File: src/rtl/aqfp_sfq_lane_arbiter_if.sv
// Handshake/bus bundle between SFQ-side requesters and the lane arbiter.
// master: requester side (drives req/din). slave: arbiter side.
interface aqfp_sfq_lane_arbiter_if #(
  parameter int unsigned NREQ   = 4,
  parameter int unsigned PHASES = 4
);
  localparam int unsigned PW = (PHASES > 1) ? $clog2(PHASES) : 1;

  logic [NREQ-1:0] req;
  logic [NREQ-1:0] din;
  logic [NREQ-1:0] gnt;
  logic            lane_data;
  logic            lane_valid;
  logic [PW-1:0]   phase;
  logic            busy;
  logic            tc_err;

  modport master (
    output req, din,
    input  gnt, lane_data, lane_valid, phase, busy, tc_err
  );

  modport slave (
    input  req, din,
    output gnt, lane_data, lane_valid, phase, busy, tc_err
  );
endinterface

File: src/rtl/aqfp_sfq_lane_arbiter.sv
// Round-robin arbiter sharing one SFQ-to-AQFP conversion lane among NREQ requesters.
// A free-running phase counter tracks the AQFP excitation frame; a grant is decided
// one cycle before SAMPLE_PH so lane_data/lane_valid/gnt are registered and valid
// exactly in the sample cycle, then lane_data is held for HOLD more cycles.
// Optional feature: define AQFP_SFQ_TCHECK_EN to enable the sticky tc_err check that
// flags the winner's din changing while its bit is still on the lane.
module aqfp_sfq_lane_arbiter #(
  parameter int unsigned NREQ      = 4,
  parameter int unsigned PHASES    = 4,
  parameter int unsigned SAMPLE_PH = 2,
  parameter int unsigned HOLD      = 1
) (
  input  logic                        SFQclkin,
  input  logic                        rst_n,
  aqfp_sfq_lane_arbiter_if.slave      bus
);

  localparam int unsigned PW = (PHASES > 1) ? $clog2(PHASES) : 1;
  localparam int unsigned IW = (NREQ > 1) ? $clog2(NREQ) : 1;
  // HOLD <= PHASES-2, so a phase-wide counter always fits.
  localparam int unsigned HW = PW;

  typedef enum logic [1:0] {StIdle, StDrive, StHold} state_e;

  state_e          state_q, state_d;
  logic [PW-1:0]   phase_q, phase_d;
  logic [IW-1:0]   rr_q, rr_d;
  logic [NREQ-1:0] gnt_q, gnt_d;
  logic            lane_data_q, lane_data_d;
  logic            lane_valid_q, lane_valid_d;
  logic [HW-1:0]   hold_cnt_q, hold_cnt_d;

  logic [IW-1:0]   winner;
  logic            found;
  logic            decide;
  int unsigned     idx;

  // Round-robin search: first set req at or after rr_q, wrapping.
  always_comb begin
    winner = '0;
    found  = 1'b0;
    idx    = 0;
    for (int unsigned i = 0; i < NREQ; i++) begin
      idx = int'(rr_q) + i;
      if (idx >= NREQ) idx = idx - NREQ;
      if (!found && bus.req[IW'(idx)]) begin
        found  = 1'b1;
        winner = IW'(idx);
      end
    end
  end

  // Decision edge: idle, one phase before the AQFP sample phase, someone asking.
  assign decide = (state_q == StIdle) && (phase_q == PW'(SAMPLE_PH - 1)) && found;

  // Phase counter free-runs regardless of FSM state.
  always_comb begin
    phase_d = (phase_q == PW'(PHASES - 1)) ? '0 : phase_q + 1'b1;
  end

  // FSM next-state and registered-output next values.
  always_comb begin
    state_d      = state_q;
    gnt_d        = gnt_q;
    lane_data_d  = lane_data_q;
    lane_valid_d = lane_valid_q;
    rr_d         = rr_q;
    hold_cnt_d   = hold_cnt_q;
    unique case (state_q)
      StIdle: begin
        lane_data_d = 1'b0;
        if (decide) begin
          state_d      = StDrive;
          gnt_d        = NREQ'(1) << winner;
          lane_data_d  = bus.din[winner];
          lane_valid_d = 1'b1;
          rr_d         = (winner == IW'(NREQ - 1)) ? '0 : winner + 1'b1;
        end
      end
      StDrive: begin
        gnt_d        = '0;
        lane_valid_d = 1'b0;
        if (HOLD > 0) begin
          state_d    = StHold;
          hold_cnt_d = HW'((HOLD > 0) ? HOLD - 1 : 0);
        end else begin
          state_d     = StIdle;
          lane_data_d = 1'b0;
        end
      end
      StHold: begin
        if (hold_cnt_q == '0) begin
          state_d     = StIdle;
          lane_data_d = 1'b0;
        end else begin
          hold_cnt_d = hold_cnt_q - 1'b1;
        end
      end
      default: begin
        state_d      = StIdle;
        gnt_d        = '0;
        lane_data_d  = 1'b0;
        lane_valid_d = 1'b0;
      end
    endcase
  end

  // State and output registers; reset clears everything immediately.
  always_ff @(posedge SFQclkin or negedge rst_n) begin
    if (!rst_n) begin
      state_q      <= StIdle;
      phase_q      <= '0;
      rr_q         <= '0;
      gnt_q        <= '0;
      lane_data_q  <= 1'b0;
      lane_valid_q <= 1'b0;
      hold_cnt_q   <= '0;
    end else begin
      state_q      <= state_d;
      phase_q      <= phase_d;
      rr_q         <= rr_d;
      gnt_q        <= gnt_d;
      lane_data_q  <= lane_data_d;
      lane_valid_q <= lane_valid_d;
      hold_cnt_q   <= hold_cnt_d;
    end
  end

`ifdef AQFP_SFQ_TCHECK_EN
  logic [IW-1:0] win_q, win_d;
  logic          tc_err_q, tc_err_d;

  // Remember the winner and flag its din moving while its bit is on the lane.
  always_comb begin
    win_d    = decide ? winner : win_q;
    tc_err_d = tc_err_q;
    if ((state_q != StIdle) && (bus.din[win_q] != lane_data_q)) tc_err_d = 1'b1;
  end

  // Sticky error and winner index registers.
  always_ff @(posedge SFQclkin or negedge rst_n) begin
    if (!rst_n) begin
      win_q    <= '0;
      tc_err_q <= 1'b0;
    end else begin
      win_q    <= win_d;
      tc_err_q <= tc_err_d;
    end
  end

  assign bus.tc_err = tc_err_q;
`else
  assign bus.tc_err = 1'b0;
`endif

  assign bus.gnt        = gnt_q;
  assign bus.lane_data  = lane_data_q;
  assign bus.lane_valid = lane_valid_q;
  assign bus.phase      = phase_q;
  assign bus.busy       = (state_q != StIdle);

endmodule

File: src/flat_wrapper.sv
// flat-port wrapper written by rule: the top's interface ports become plain ports
module aqfp_sfq_lane_arbiter_flat 
#(
  parameter int unsigned NREQ      = 4,
  parameter int unsigned PHASES    = 4,
  parameter int unsigned SAMPLE_PH = 2,
  parameter int unsigned HOLD      = 1
)
  (SFQclkin, rst_n, bus_req, bus_din, bus_gnt, bus_lane_data, bus_lane_valid, bus_phase, bus_busy, bus_tc_err);
  aqfp_sfq_lane_arbiter_if #(.NREQ(NREQ), .PHASES(PHASES)) bus_i ();
  input  logic SFQclkin;
  input  logic rst_n;
  input wire logic [$bits(bus_i.req)-1:0] bus_req;
  input wire logic [$bits(bus_i.din)-1:0] bus_din;
  output wire logic [$bits(bus_i.gnt)-1:0] bus_gnt;
  output wire logic [$bits(bus_i.lane_data)-1:0] bus_lane_data;
  output wire logic [$bits(bus_i.lane_valid)-1:0] bus_lane_valid;
  output wire logic [$bits(bus_i.phase)-1:0] bus_phase;
  output wire logic [$bits(bus_i.busy)-1:0] bus_busy;
  output wire logic [$bits(bus_i.tc_err)-1:0] bus_tc_err;
  assign bus_i.req = bus_req;
  assign bus_i.din = bus_din;
  assign bus_gnt = bus_i.gnt;
  assign bus_lane_data = bus_i.lane_data;
  assign bus_lane_valid = bus_i.lane_valid;
  assign bus_phase = bus_i.phase;
  assign bus_busy = bus_i.busy;
  assign bus_tc_err = bus_i.tc_err;
  aqfp_sfq_lane_arbiter #(.NREQ(NREQ), .PHASES(PHASES), .SAMPLE_PH(SAMPLE_PH), .HOLD(HOLD)) u_core (.SFQclkin(SFQclkin), .rst_n(rst_n), .bus(bus_i));
endmodule
File: config.mk
export PLATFORM = sky130hd
export DESIGN_NAME = aqfp_sfq_lane_arbiter_flat
export DESIGN_NICKNAME = d
export VERILOG_FILES = /design/src/rtl/aqfp_sfq_lane_arbiter_if.sv /design/src/rtl/aqfp_sfq_lane_arbiter.sv /design/src/flat_wrapper.sv
export SDC_FILE = /design/constraint.sdc
export NUM_CORES = 1
export LEC_CHECK = 0
export BUFFER_PORTS_ARGS = -buffer_cell sky130_fd_sc_hd__buf_4
export CAP_MARGIN = 20
export CELL_PAD_IN_SITES_DETAIL_PLACEMENT = 1
export CELL_PAD_IN_SITES_GLOBAL_PLACEMENT = 1
export CORE_MARGIN = 5
export CORE_UTILIZATION = 35
export DETAILED_ROUTE_END_ITERATION = 7
export PLACE_DENSITY_LB_ADDON = 0.08
export SLEW_MARGIN = 20
export SYNTH_ARGS = -nofsm -noshare
export SYNTH_HDL_FRONTEND = slang
export SYNTH_SLANG_ARGS = --single-unit
export TNS_END_PERCENT = 5
File: constraint.sdc
create_clock -name SFQclkin -period 2.1 [get_ports SFQclkin]
set_clock_uncertainty 0.05 [all_clocks]
set_input_delay 0.42 -clock SFQclkin [delete_from_list [all_inputs] [get_ports SFQclkin]]
set_output_delay 0.42 -clock SFQclkin [all_outputs]
set_load 0.05 [all_outputs]
; ---- Word-level counts from Yosys, hierarchy flattened
; Index checks and enable logic that the tools add are counted.
[word_totals]
reg_bits = 14
word_cells = 90
input_bits = 10
[classes]
n_lt_le_gt_ge = 9
n_mux = 36
bitwise_logic = 2
shift = 1
n_eq_ne = 8
reduce_logical = 17
add_sub_neg = 10
[op_table]
columns = cell, count
row1 = 2-bit two-way mux, 13
row2 = "2-bit by 3-bit less-than comparator with 1-bit output, second input constant", 5
row3 = 1-bit two-way mux, 12
row4 = 1-bit binary-select mux with 2-bit select, 5
row5 = 2-bit AND reduction, 5
row6 = "2-bit by 1-bit subtractor with 2-bit output, second input constant", 5
row7 = "3-bit >= comparator, second input constant", 3
row8 = 4-bit case mux with 2 select lines, 1
row9 = "2-bit by 2-bit adder with 3-bit output, second input constant", 2
row10 = "2-bit equality test, second input constant", 3
row11 = 2-bit case mux with 3 select lines, 1
row12 = 1-bit logical AND, 5
row13 = "2-bit by 1-bit adder with 2-bit output, second input constant", 2
row14 = "2-bit by 1-bit equality test with 1-bit output, second input constant", 2
row15 = 2-bit logical NOT, 2
row16 = 4-bit two-way mux, 1
row17 = "2-bit by 1-bit != test with 1-bit output, second input constant", 2
row18 = 2-bit case mux with 2 select lines, 1
row19 = 2-bit nonzero test, 2
row20 = "1-bit by 2-bit << shifter with 4-bit output, first input constant", 1
row21 = "2-bit by 1-bit adder with 3-bit output, second input constant", 1
row22 = "2-bit by 3-bit >= comparator with 1-bit output, second input constant", 1
row23 = 1-bit logical NOT, 3
row24 = 1-bit case mux with 3 select lines, 1
row25 = 3 further kinds, 4

; ---- Depth between registers and ports, before layout
[depth]
word_depth = 18
ltp_mapped = 8

; ---- Worst setup path after synthesis
; Ideal clock, no wire load.
[synth_timing]
kind = in2reg
startpoint = input bus_req[1]
endpoint = register u_core.rr_q[1]
n_path_buf = 2
arrival_time_ps = 1743
cell_stages = 6
required_ps = 1925
slack_ps = 182
path_cell_list = or4_1 and3_1 buf_6 nor2b_4 buf_6 mux2_4
[synth_via]
elab_chain_len = 14
word_cells_on_any_way = 27
[synth_rtl]
columns = element, line_no
row1 = start: declaration, flat_wrapper.sv:13  ; input wire logic [$bits(bus_i.req)-1:0] bus_req;
row2 = 1-bit binary-select mux with 2-bit select, aqfp_sfq_lane_arbiter.sv:46  ; if (!found && bus.req[IW'(idx)]) begin
row3 = 1-bit two-way mux (implied by the code), aqfp_sfq_lane_arbiter.sv:46
row4 = 1-bit two-way mux, aqfp_sfq_lane_arbiter.sv:46
row5 = 1-bit logical NOT, aqfp_sfq_lane_arbiter.sv:46
row6 = 1-bit logical AND, aqfp_sfq_lane_arbiter.sv:46
row7 = 1-bit two-way mux, aqfp_sfq_lane_arbiter.sv:46
row8 = 1-bit logical NOT, aqfp_sfq_lane_arbiter.sv:46
row9 = 1-bit logical AND, aqfp_sfq_lane_arbiter.sv:46
row10 = 1-bit two-way mux, aqfp_sfq_lane_arbiter.sv:46
row11 = 1-bit logical NOT, aqfp_sfq_lane_arbiter.sv:46
row12 = 1-bit logical AND, aqfp_sfq_lane_arbiter.sv:46
row13 = 2-bit two-way mux / 1-bit two-way mux (equally long branches), aqfp_sfq_lane_arbiter.sv:46
row14 = "2-bit by 1-bit adder with 2-bit output, or another cell as far along", aqfp_sfq_lane_arbiter.sv:77  ; rr_d = (winner == IW'(NREQ - 1)) ? '0 : winner + 1'b1;
row15 = 2-bit two-way mux / 2-bit AND reduction (equally long branches), --
row16 = end signal: assignment, aqfp_sfq_lane_arbiter.sv:121  ; rr_q <= rr_d;
row17 = end: declaration, aqfp_sfq_lane_arbiter.sv:27  ; logic [IW-1:0] rr_q, rr_d;
; Parallel ways exist; a longest one is shown, timed or not. The select of a mux whose other input is x is not followed.
; A chain may end at the register's enable or synchronous reset.

; ---- Worst setup path after layout
[layout_timing]
startpoint = register u_core.rr_q[1]
endpoint = register u_core.rr_q[1]
[layout_via]
elab_chain_len = 16
word_cells_on_any_way = 42
[layout_rtl]
columns = element
row1 = "parallel branches: the longest is 16 deep, another holds 2-bit by 1-bit adder with 3-bit output"
; Parallel ways; which one is timed is not known. The select of a mux whose other input is x is not followed.

==> metrics.txt <==
status completed; DRC Markers 0; share of layout cells above drive strength 1 0.283; Static Leak ~0.56 nW; placed cells about 130; vias in the first global route roughly 660; die height between 50 and 60 um; unrepaired setup endpoints after global routing false; Critical Path, Cell by Cell o21bai_1 -> a221o_1 -> and2_1 -> inv_1 -> ha_1 -> mux2_4; Netlist cell types 25; wire length on met3 ~71 um; DR vias/cell ~5; HP Class primary input to flip-flop; Tmin final 1.77 ns; Arrival @ worst endpoint ~1.9 ns; DP HPWL about 1400 um; CP Launch Type flip-flop; Avg Cell Area, Syn ~9.7 sq um; post-synthesis sequential area ratio 0.431; post-route setup TNS 0 ns; Root Buffer clkbuf_4; most common cell after layout, fill and taps aside buf_4; initial antenna violation count 0; Design Power slightly above 0.8 mW; Ant. Diodes 0; Yosys reg bits 14; ANT nets after route 0; Top Metal Used met4; Nets about 120; I/O Pins 20; Max Cap Viol 0; kind of cell adding the most delay to the critical path compound AO/OA/AOI/OAI gates; Area Overhead vs Synth 25.7%; Syn Inst Count 84; clock sink count 14; gr usage total 0.112; Setup-failing EPs final 0; Routed WL between 1500 and 2000 um; Critical Path RT between 2 and 2.5 ns; Max Slew Vio Count 0; routed vias between 600 and 700; Synthesis Warnings 0; buffer and inverter count on the worst path 1; DRT iter0 DRCs 2; IO buf count 18; wl on met1 around 800 um; FILL cells 257; first-pass GRT wire length slightly below 3000 um; clock latency on the worst-skew pair 0.27 ns; Worst VDD drop between 0.3 and 0.4 mV; commonest non-fill, non-tap cells in the layout 22 x buf_4, 14 x dfrtp_1, 10 x inv_1, 10 x nor2_1, 7 x ha_1; routed len/inst approximately 13 um; initial core utilization 0.367; CTS max path bufs 2; Gates resized, CTS repair 0; Rows 17; die area 3380 sq um; syn nets about 100; Die W 58.2 um; clock transition at the registers of the reported paths roughly 0.090 ns; met2 WL 823 um; Worst setup EP type flip-flop; fin cells 134; CTS buffer count 3; CP max stage cell dfrtp_1; Mapped Area about 810 sq um; H-Tree Level Count 1; final period utilization 0.841; PD cells just under 800 nW/um^2; Worst Path Max Fanout 5; GP Congestion 0.693; CTS tree yes; f_max approximately 570 MHz; CP max stage delay roughly 0.43 ns; first-pass iteration count of the detailed router 4; final hold violations 0; total gr overflow 0; largest net degree at the start of global routing 15; Setup Crit Path Kind flip-flop to flip-flop; core area roughly 2200 sq um; Hold WS 0.426 ns
[worst reg2reg max path: stages, from the launching register on]
cell and delay, ns:
dfrtp_1 0.43, o21bai_1 0.17, a221o_1 0.28, and2_1 0.16, inv_1 0.08, ha_1 0.23
mux2_4 0.25
[area by class of cell]
class,count,area (sq um),area share
Sequential cell,14,350,0.343
Inverter,10,37.5,0.0368
Clock buffer,4,36.3,0.0355
Tap cell,28,35.0,0.0343
Timing Repair Buffer,23,175,0.172
Multi-Input combinational cell,55,387,0.379
[final timing paths]
path / cells after the start / startpoint / slack, ns / endpoint
worst max-delay path: 6 / u_core.rr_q[1] / 0.33 / u_core.rr_q[1]
worst min-delay path: 3 / bus_din[1] / 0.43 / u_core.bus.lane_data
worst max register to register: 6 / u_core.rr_q[1] / 0.33 / u_core.rr_q[1]
worst min register to register: 1 / u_core.bus.phase[0] / 0.45 / u_core.bus.phase[0]
max in group asynchronous: 2 / rst_n / 1.36 / u_core.state_q[1]
min in group asynchronous: 2 / rst_n / 0.47 / u_core.hold_cnt_q[0]
[report_power, final]
group / total (mW) / internal, mW / switching (mW)
combinational: 0.303 / 0.152 / 0.151
sequential: 0.317 / 0.298 / 0.0196
clock: 0.191 / 0.105 / 0.0858
[cells in the mapped netlist]
cell	instances	area, sq um
a21boi_0	1	7.51
buf_6	2	22.5
and3_1	2	12.5
or4_1	1	7.51
o21ai_0	4	20.0
nor2_1	10	37.5
buf_4	1	7.51
a21oi_1	4	20.0
mux2_4	1	15.0
clkbuf_1	2	7.51
nor3_1	4	20.0
nand2b_1	1	6.26
mux2i_1	5	50.1
ha_1	7	87.6
nor2b_4	1	13.8
a221o_1	2	20.0
dfrtp_1	14	350
or2_2	1	6.26
inv_1	10	37.5
o21bai_1	1	7.51
and2_1	1	6.26
conb_1	1	3.75
nand2_1	5	18.8
o211ai_1	2	15.0
mux2_2	1	11.3
[registers in the layout, summed over array words and instances, names as in the netlist]
signal                 count
u_core.bus.lane_valid      1
u_core.bus.gnt             4
u_core.rr_q                2
u_core.bus.lane_data       1
u_core.hold_cnt_q          2
u_core.state_q             2
u_core.bus.phase           2
[cell families (layout without fill, tap and decap cells)]
logic type,count (synthesis),in the layout,synth area share
DFF,14,14,0.431
and+or+nand+nor,26,26,0.159
muxes,7,7,0.0940
other,1,1,0.00462
AOI/OAI and AO/OA,14,14,0.111
buffers and inverters,15,37,0.0925
adders and majority gates,7,7,0.108
[per-stage QoR]
stage	utilization	setup WS [ns]	area (sq um)
after global placement	0.441	0.252	975
after floorplan	-	0.182	812
after CTS	0.462	0.320	1020
final	0.462	0.334	1020
after detailed placement	0.441	0.211	975
after global routing	0.462	0.257	1020
[per-layer routing]
layer | up-vias | global-route usage
li1 | 321 | -
met1 | 316 | 0.142
met2 | 14 | 0.182
met3 | 2 | 0.0156
met4 | 0 | 0.0596
met5 | - | 0
[what timing repair did]
item,CTS,global route
setup buffers,0,0
endpoints found under the hold margin,14,0
hold buffers,1,0
No activity file was read; power rests on OpenSTA's default activity.
